### src/rtl/xbar_requester.sv
// Crossbar requester: buffers upstream flits in a small FIFO, presents the head
// flit to one crossbar port and reports grants, drops and starvation.
module xbar_requester #(
  parameter int PORTS      = 2,
  parameter int WIDTH      = 8,
  parameter int DEPTH      = 4,
  parameter int STARVE_LIM = 16
) (
  input  logic             clk,
  input  logic             rst_n,
  input  logic [WIDTH-1:0] in_data,
  input  logic [PORTS-1:0] in_dest,
  input  logic             in_valid,
  output logic             in_ready,
  output logic [WIDTH-1:0] xb_data,
  output logic [PORTS-1:0] xb_dest,
  output logic             xb_dest_en,
  input  logic             xb_ack,
  output logic             starve,
  output logic             drop,
  output logic [15:0]      sent_cnt
);

  localparam int AW = $clog2(DEPTH);
  localparam int CW = AW + 1;
  localparam int WW = $clog2(STARVE_LIM + 1);
  localparam logic [CW-1:0]    FULL_V  = CW'(DEPTH);
  localparam logic [PORTS:0]   PORTS_V = (PORTS + 1)'(PORTS);
  localparam logic [WW-1:0]    LIM_V   = WW'(STARVE_LIM);

  typedef enum logic [1:0] {IDLE, REQ, STARVED} state_t;

  state_t           state;
  logic [WIDTH-1:0] mem_data [DEPTH];
  logic [PORTS-1:0] mem_dest [DEPTH];
  logic [AW-1:0]    wr_ptr;
  logic [AW-1:0]    rd_ptr;
  logic [CW-1:0]    count;
  logic [CW-1:0]    count_nxt;
  logic [WW-1:0]    wait_cnt;
  logic [WW-1:0]    wait_inc;
  logic             accept;
  logic             legal;
  logic             push;
  logic             grant;

  assign in_ready   = (count != FULL_V);
  assign accept     = in_valid && in_ready;
  assign legal      = ({1'b0, in_dest} < PORTS_V);
  assign push       = accept && legal;
  assign xb_dest_en = (count != '0);
  assign grant      = xb_dest_en && xb_ack;
  assign xb_data    = xb_dest_en ? mem_data[rd_ptr] : '0;
  assign xb_dest    = xb_dest_en ? mem_dest[rd_ptr] : '0;
  assign starve     = (state == STARVED);
  assign wait_inc   = (wait_cnt == LIM_V) ? wait_cnt : wait_cnt + WW'(1);

  always_comb begin
    count_nxt = count;
    case ({push, grant})
      2'b10:   count_nxt = count + CW'(1);
      2'b01:   count_nxt = count - CW'(1);
      default: count_nxt = count;
    endcase
  end

  // Payload storage carries no reset; validity is defined by the pointers.
  always_ff @(posedge clk) begin
    if (push) begin
      mem_data[wr_ptr] <= in_data;
      mem_dest[wr_ptr] <= in_dest;
    end
  end

  always_ff @(posedge clk or negedge rst_n) begin
    if (!rst_n) begin
      wr_ptr   <= '0;
      rd_ptr   <= '0;
      count    <= '0;
      drop     <= 1'b0;
      sent_cnt <= '0;
    end else begin
      count <= count_nxt;
      drop  <= accept && !legal;
      if (push)
        wr_ptr <= wr_ptr + AW'(1);
      if (grant) begin
        rd_ptr   <= rd_ptr + AW'(1);
        sent_cnt <= sent_cnt + 16'd1;
      end
    end
  end

  // Request FSM: state REQ/STARVED exactly when the FIFO holds a flit.
  always_ff @(posedge clk or negedge rst_n) begin
    if (!rst_n) begin
      state    <= IDLE;
      wait_cnt <= '0;
    end else begin
      case (state)
        IDLE: begin
          wait_cnt <= '0;
          if (push)
            state <= REQ;
        end
        REQ, STARVED: begin
          if (grant) begin
            wait_cnt <= '0;
            state    <= (count_nxt == '0) ? IDLE : REQ;
          end else begin
            wait_cnt <= wait_inc;
            if (wait_inc == LIM_V)
              state <= STARVED;
          end
        end
        default: begin
          state    <= IDLE;
          wait_cnt <= '0;
        end
      endcase
    end
  end

endmodule

### config.mk
export PLATFORM = sky130hd
export DESIGN_NAME = xbar_requester
export DESIGN_NICKNAME = d
export VERILOG_FILES = /design/src/rtl/xbar_requester.sv
export SDC_FILE = /design/constraint.sdc
export NUM_CORES = 1
export LEC_CHECK = 0
export ABC_AREA = 1
export CORE_MARGIN = 5
export CORE_UTILIZATION = 50
export CTS_BUF_LIST = sky130_fd_sc_hd__clkbuf_8
export CTS_CLUSTER_DIAMETER = 40
export DETAILED_ROUTE_END_ITERATION = 16
export GPL_ROUTABILITY_DRIVEN = 0
export PLACE_DENSITY = 0.86
export SLEW_MARGIN = 5
export SYNTH_ARGS = -nofsm -noshare
export SYNTH_HDL_FRONTEND = slang
export SYNTH_SLANG_ARGS = --single-unit
### constraint.sdc
create_clock -name clk -period 1.9 [get_ports clk]
set_input_delay 0.285 -clock clk [delete_from_list [all_inputs] [get_ports clk]]
set_output_delay 0.285 -clock clk [all_outputs]
set_load 0.005 [all_outputs]
# Word level (Yosys, flattened, before mapping)
# Memories as Yosys holds them, arrays and structs flattened.
# Index checks and enable logic that the tools add are counted.
# Widths: inputs -> output; s select.
# op_classes
n_mux	13
reduce_logical	10
addsub	6
n_lt_le_gt_ge	1
n_eq_ne	9
# op_table
cell	count
$add 16x1->16 const B	1
$mux 5	3
$eq 5x5->1 const B	2
$mux 2	4
$mux 8	1
$ne 3x3->1 const B	2
$pmux 3 s2	1
$add 5x1->5 const B	1
$add 2x1->2 const B	2
$eq 2x1->1 const B	2
$eq 2x2->1 const B	2
$logic_and 1x1->1	4
$pmux 2 s2	1
$add 3x1->3 const B	1
$logic_not 3->1	1
$mux 1	3
$reduce_bool 3->1	1
$sub 3x1->3 const B	1
$logic_not 2->1	1
$lt 2x2->1 const B	1
$ne 2x2->1 const B	1
$reduce_and 2->1	1
$reduce_or 2->1	1
$logic_not 1->1	1
# word_totals
word_cells	48
output_inout_bits	30
register_bits	31
ram_bits	40
mem_count	2
# memory_table
name	words	word_bits	rd	rd_clocked_by_memory_dff	write_ports	line_no	rtl
mem_data	4	8	1	0	1	34	logic [WIDTH-1:0] mem_data [DEPTH];
mem_dest	4	2	1	0	1	35	logic [PORTS-1:0] mem_dest [DEPTH];

# Logic depth before layout (Yosys ltp)
# Gate-level depths: netlist of the first run.
# depth
word_depth	9
depth_mapped	14
depth_no_buf	14

# Least setup slack after synthesis of the first run
# No wires, ideal clock.
# synth_path
kind	reg2reg
start	register count[0]
end	register state[0]
t_arrival_ns	1.923
n_path_buf	0
required_ns	1.824
stages_incl_launch_ff	13
slack_ns	-0.099
period_less_slack_ns	1.999
path_cell_list	dfrtp_1 -> inv_2 -> nand3_4 -> nand2_4 -> inv_2 -> ha_1 -> inv_1 -> fa_1 -> o21ai_0 -> nor2_1 -> nand3_1 -> a21oi_1 -> o21ai_1
# synth_via
word_cells_on_any_way	17
classes_between	add/sub: 2; eq/ne: 5; mux: 4; reduce/logical: 6
# synth_rtl
element	line_no	rtl
start, declared	38	logic [CW-1:0] count;
start signal, assigned	83	count <= count_nxt;
$reduce_bool 3->1 *	51	assign xb_dest_en = (count != '0);
via xb_dest_en	17	output logic xb_dest_en,
$logic_and 1x1->1 *	52	assign grant = xb_dest_en && xb_ack;
via grant	45	logic grant;
$eq 2x1->1 or $eq 2x2->1 (tied branches)	60	case ({push, grant})
$pmux 3 s2 *	60	
via count_nxt[1]	39	logic [CW-1:0] count_nxt;
$logic_not 3->1 *	109	state <= (count_nxt == '0) ? IDLE : REQ;
$mux 1 *	109	
$mux 2 *	107	if (grant) begin
$pmux 2 s2 *	100	case (state)
end signal, assigned	109	
end, declared	33	state_t state;
# Mark *: on every way through the listed nets, which the timed path passes. The rest lies on a longest branch.
# A chain may end at the register's enable or synchronous reset.

# Worst setup path in the final report of the first run
# layout_path
start	register count[0]
end	register state[0]
# layout_via
word_cells_on_any_way	17
classes_between	add/sub: 2; eq/ne: 5; mux: 4; reduce/logical: 6
# layout_rtl
element	line_no
$reduce_bool 3->1 *	51
$logic_and 1x1->1 *	52
via grant	45
$eq 2x1->1 or $eq 2x2->1 (tied branches)	60
$pmux 3 s2 *	60
via count_nxt[1]	39
$logic_not 3->1 *	109
$mux 1 *	109
$mux 2 *	107
$pmux 2 s2 *	100
# Marked as above.

==> results.md, run 1 <==
* Outcome: finished with violations
* Failing checks: setup timing
* Cell Chain, Critical Path: inv_2 -> nand3_4 -> nand2_8 -> inv_6 -> ha_4 -> inv_2 -> fa_2 -> o21ai_4 -> nor2_2 -> nand3_1 -> a21oi_1 -> o21ai_1
* Slowest CP cell: fa_2
* Post-Synthesis Cells at 320
* # port buffers at 43
* Final Skew at 0.0137 ns
* Ratio of cells with drive above 1 in the final layout at 21.3%
* Via count at 2500
* Number of remaining DRC errors at 0
* Syn nets at 346
* Core ar. at 6350 sq um
* Crit Path Category: reg2reg
* Pins Over Slew Limit at 0
* Core Util, Final at 67.8%
* EDFF count, synth at 40
* Complex-gate fraction of the synthesized area at 6.07%
* Post-route minimum period at 2.07 ns
* Crit end category: flop
* Initial Utilization at 51.6%
* Netlist cell types at 27
* Worst VDD drop at 0.00112 V
* MaxCap Viol Count at 0
* Area share of the largest cell type after synthesis at 36.7%
* Vias per inst at 5.15
* TritonCTS clock tree: yes
* Sequential share of the synthesized area at 60.4%
* Post-synthesis simple-gate area fraction at 19.1%
* N_diodes at 0
* H-Tree Level Count at 3
* Main synth FF type: edfxtp_1
* Fillcell total at 445
* Max clock buf depth at 2
* # IOs at 44
* YS warnings at 0
* Area Overhead vs Synth at 31.4%
* Most common library cell in the layout ignoring fill and taps: nor2_1
* Netlist Area Pre-Place at 3280 sq um
* Pre-CTS setup slack at -0.362 ns
* CTS sink count at 71
* Critical path origin: count[0]$_DFF_PN0_
* GRT Total Usage at 18.8%
* Met1 GRT Util at 21.5%
* Total CTS buffers at 9
* Drt pass-1 iters at 4
* Worst Tran Pin Value at 0.395 ns
* Main combinational cell family by area after synthesis: simple AND/OR/NAND/NOR gates
* Worst Setup Start Kind: flop
* Rel. slew slack at 73.7%
* Hold Path Class: in2async
* PD cells at 1400 nW/um^2
* Initial DRC Count at 109
* Critical path's top delay family: adder cells
* Final hold violations at 0
* RSZ-0062 raised after global routing: yes
* Die area at 8270 sq um
* Die W at 90.9 um
* Met3 Use GR at 4.21%
* Most frequent CP cell: inv_2
* Crit path max fanout at 3
* GRT Max-Usage Layer: met2
* Placed cell area at 4020 sq um
* Vias in the first global route at 2594
* Avg Cell Area, Syn at 10.2 sq um
* WHS at 0.325 ns
* Grt ovf at 0
* Root buffer cell: clkbuf_8
* Largest net degree at the start of global routing at 32
* Reg2reg start: count[0]$_DFF_PN0_
* Commonest non-fill, non-tap cells in the layout: nor2_1 (56), nand2_1 (42), edfxtp_1 (40), inv_1 (32), clkdlybuf4s50_1 (31)
* WP buf/inv at 3
* Power, Total at 0.00601 W
* Top cells by area, synth: edfxtp_1 (37%), dfrtp_1 (24%), nor2_1 (7.0%), nand2_1 (4.8%), ha_1 (4.2%)
* Max frequency at 484 MHz
* Synth Area in Adders at 4.81%
* Die H at 90.9 um
* Final Cycle Share at 109%
* Largest stage delay, worst path at 0.47 ns
* FP Rows at 29
* Post-route cell area at 4300 sq um
* DR WL/cell at 15.5 um
* Initial antenna violation count at 0
* Routing usage on met2 at 33.4%
* Crit path arrival time at 2.33 ns
* Final net count at 429
* Setup violations, final at 4
* Routed WL at 7530 um
* Worst EP required at 2.16 ns
* Mux share of post-synthesis cell area at 0%
* Post-synthesis xor/xnor area fraction at 4.28%
* First-pass GRT wire length at 12300 um
* Reg clk slew, reported paths at 0.08 ns
* FF+latch count, synth at 71
* DP HPWL at 5250 um
* Skew-Pair Late Insertion Delay at 0.34 ns
* Pleak at 1.89 nW
* Area leader, netlist: edfxtp_1
* Fin worst setup slack at -0.168 ns
* Ys async rst share at 43.7%
* Final ANT Viol Nets at 0
[cell type report]
class                           instances  area (sq um)  share of cell area (%)
Tap cell                               77          96.3                    2.24
Multi-Input combinational cell        202          1190                    27.6
Sequential cell                        71          1980                    46.0
Clock buffer                            9           124                    2.88
Timing Repair Buffer                   77           683                    15.9
Clock inverter                          7          65.1                    1.51
Inverter                               42           168                    3.90
[repair_timing]
item | in CTS | in global routing
pin swaps | 10 | 10
resized for setup | 29 | 26
endpoints found under the setup margin | 12 | 12
buffers inserted | 7 | 2
hold buffers | 0 | 0
[synthesized netlist by cell type, types with 3 or more instances]
master    instances
inv_2             6
inv_1            33
nand3_2           3
clkinv_1          3
nand2_1          42
nand3_1          12
a21oi_1          13
dfrtp_1          31
xor2_1            9
nand4_1           7
nor2_1           61
ha_1             11
edfxtp_1         40
o21ai_0          22
clkbuf_1          5
xnor2_1           7
[sequential cells by signal (all words and copies together) (netlist names)]
name / flops
state: 2
count: 3
rd_ptr: 2
mem_dest: 8
mem_data: 32
sent_cnt: 16
wait_cnt: 5
wr_ptr: 2
drop: 1
[routing by layer]
layer,part of all wire (%),vias up
met4,2.1,0
met3,5.2,14
li1,-,1210
met1,40,1214
met2,53,62
met5,0,-
[metrics by stage]
| stage | std cells | TNS, ns |
|---|---|---|
| global route | 485 | -0.586 |
| CTS | 483 | -0.258 |
| finish | 485 | -0.233 |
| detailed placement | 460 | -0.490 |
| floorplan | 320 | 0 |
| global placement | 460 | -0.286 |
[kinds of logic after synthesis]
logic type / Yosys count
AO/OA/AOI/OAI: 39
XOR/XNOR: 16
adder cells (fa/ha/maj): 12
buffers and inverters: 47
flip-flops: 71
AND/OR/NAND/NOR: 135
[power breakdown]
group          internal, W  switching [W]
combinational      0.00128        0.00145
clock             0.000597       0.000556
sequential         0.00191       0.000215
[path summary, 6_finish.rpt]
check | depth (start not counted) | end | slack [ns]
max | 12 | state[0]$_DFFE_PN0P_ | -0.17
min | 2 | sent_cnt[2]$_DFFE_PN0P_ | 0.33
max reg2reg | 12 | state[0]$_DFFE_PN0P_ | -0.17
min reg2reg | 2 | sent_cnt[15]$_DFFE_PN0P_ | 0.51
max in group asynchronous | 2 | rd_ptr[0]$_DFFE_PN0P_ | 1.25
min in group clk | 2 | sent_cnt[15]$_DFFE_PN0P_ | 0.51
No activity file was read; power rests on OpenSTA's default activity.
==> run 2: changes to the inputs <==
--- a/config.mk
+++ b/config.mk
@@ -12,7 +12,7 @@
 export CTS_CLUSTER_DIAMETER = 40
 export DETAILED_ROUTE_END_ITERATION = 16
 export GPL_ROUTABILITY_DRIVEN = 0
-export PLACE_DENSITY = 0.86
+export PLACE_DENSITY_LB_ADDON = 0.15
 export SLEW_MARGIN = 5
 export SYNTH_ARGS = -nofsm -noshare
 export SYNTH_HDL_FRONTEND = slang
==> constraint.sdc (replaced) <==
create_clock -name clk -period 2.37 [get_ports clk]
set_input_delay 0.5925 -clock clk [delete_from_list [all_inputs] [get_ports clk]]
set_output_delay 0.5925 -clock clk [all_outputs]
set_load 0.005 [all_outputs]
==> results.md, run 2 (synthesis results as in run 1) <==
* Outcome: finished clean
* DR WL/cell at 14.0 um
* Post-route minimum period at 2.26 ns
* TritonCTS clock tree: yes
* Slowest CP cell: dfrtp_2
* Detail Route met3 WL at 221 um
* Ratio of cells with drive above 1 in the final layout at 14.1%
* Via count at 2369
* Commonest non-fill, non-tap cells in the layout: nor2_1 (61), nand2_1 (42), edfxtp_1 (40), inv_1 (34), clkdlybuf4s50_1 (32)
* Initial Utilization at 51.6%
* N_diodes at 0
* Die W at 90.9 um
* Worst Setup Start Kind: flop
* Worst Tran Pin Value at 0.409 ns
* Number of remaining DRC errors at 0
* Die area at 8270 sq um
* Initial DRC Count at 92
* R2r setup slk at 0.36 ns
* Initial antenna violation count at 0
* PD cells at 1080 nW/um^2
* Vias in the first global route at 2278
* WP buf/inv at 3
* Die H at 90.9 um
* Worst EP required at 1.78 ns
* Top reg by flops: mem_data
* Grt ovf at 0
* Final Skew at 0.00471 ns
* Critical path's top delay family: buffers and inverters
* RSZ-0062 raised after global routing: yes
* Fillcell total at 508
* H-Tree Level Count at 3
* Largest net degree at the start of global routing at 32
* Rel. slew slack at 72.8%
* WHS at 0.511 ns
* Vias per inst at 5.01
* Hold Path Class: reg2reg
* Skew-Pair Late Insertion Delay at 0.34 ns
* Final hold violations at 0
* Max reg flops at 32
* FP Rows at 29
* Total CTS buffers at 9
* DP HPWL at 4340 um
* Final ANT Viol Nets at 0
* Crit path arrival time at 1.67 ns
* Drt pass-1 iters at 4
* Top layer in use: met4
* Cell Count, Final, Fillers Out at 473
* Crit Path Category: reg2out
* Final Cycle Share at 95.4%
* Met2 Routed Length at 3360 um
* Cell Chain, Critical Path: buf_4 -> buf_6 -> nor2_1 -> nor2_1 -> o21ai_0 -> a21oi_1 -> dlygate4sd2_1
* Most frequent CP cell: nor2_1
* Reg clk slew, reported paths at 0.07 ns
* MaxCap Viol Count at 0
* Crit path max fanout at 5
* Placed Cells at 448
* Final net count at 417
* Setup violations, final at 0
* Routed WL at 6600 um
* Core ar. at 6350 sq um
* Worst VDD drop at 0.000598 V
* Root buffer cell: clkbuf_8
* Pins Over Slew Limit at 0
* GRT Total Usage at 16.4%
* Pleak at 1.88 nW
* Crit end category: output pin
* Largest regs: mem_data: 32 flops, sent_cnt: 16 flops, mem_dest: 8 flops
* CTS sink count at 71
* Most common library cell in the layout ignoring fill and taps: nor2_1
* # port buffers at 43
* Wl on met1 at 2930 um
* Post-route cell area at 4160 sq um
* # IOs at 44
* Core Util, Final at 65.6%
* First-pass GRT wire length at 10800 um
* Placed cell area at 3880 sq um
* Max clock buf depth at 2
* Area Overhead vs Synth at 27.1%
* Largest stage delay, worst path at 0.47 ns
* Max frequency at 442 MHz
run 2: cell count changes in the layout (fill, tap and decap cells not counted), sizes merged, moves of 2 or more:
cell          before  now
buf               37   22
dlymetal6s2s       1    5
clkinv             5    7
clkbuf            13    9
dlygate4sd2        4    6
run 2: final timing paths:
check                                         from                  endpoint  cells after the start
hold / removal             sent_cnt[3]$_DFFE_PN0P_   sent_cnt[3]$_DFFE_PN0P_                      1
setup reg to reg                count[0]$_DFF_PN0_      state[0]$_DFFE_PN0P_                     11
max in group asynchronous                    rst_n     rd_ptr[0]$_DFFE_PN0P_                      2
setup / recovery             rd_ptr[0]$_DFFE_PN0P_                xb_data[6]                      7
min in group asynchronous                    rst_n  sent_cnt[15]$_DFFE_PN0P_                      2
hold reg to reg            sent_cnt[3]$_DFFE_PN0P_   sent_cnt[3]$_DFFE_PN0P_                      1
run 2: layer usage:
| layer | vias up | track usage (%) |
|---|---|---|
| met1 | 1131 | 20.7 |
| met3 | 9 | 3.22 |
| li1 | 1183 | - |
| met4 | 0 | 6.97 |
| met2 | 46 | 27.6 |
| met5 | - | 0 |
run 2: final cells by class:
class                      instances  area [sq um]  area share [%]
clock buffer                       9           124            2.98
sequential                        71          1980            47.5
timing repair buffer              65           616            14.8
clock inverter                     7          65.1            1.56
inverter                          42           161            3.88
tap                               77          96.3            2.31
multi-input combinational        202          1120            27.0
run 2: per-stage QoR:
step	total power, W	setup TNS [ns]	worst slack [ns]
global placement	0.00347	-0.242	-0.242
finish	0.00448	0	0.109
global route	0.00483	-0.0195	-0.0195
floorplan	0.00270	0	0.291
detailed placement	0.00353	-0.307	-0.296
CTS	0.00446	-0.268	-0.0775
run 2: where the power goes:
group          switching, W  total, W  internal, W
logic              0.000973   0.00186     0.000888
clock network      0.000442  0.000920     0.000478
registers          0.000166   0.00170      0.00153
total               0.00158   0.00448      0.00290
run 2: what timing repair did:
action / CTS / global route
hold buffers: 0 / 0
resized for setup: 13 / 8
pin swaps: 1 / 0
gates cloned: 2 / 0
hold endpoints to repair: 0 / 0
setup endpoints to repair: 10 / 5
setup buffers: 1 / 6
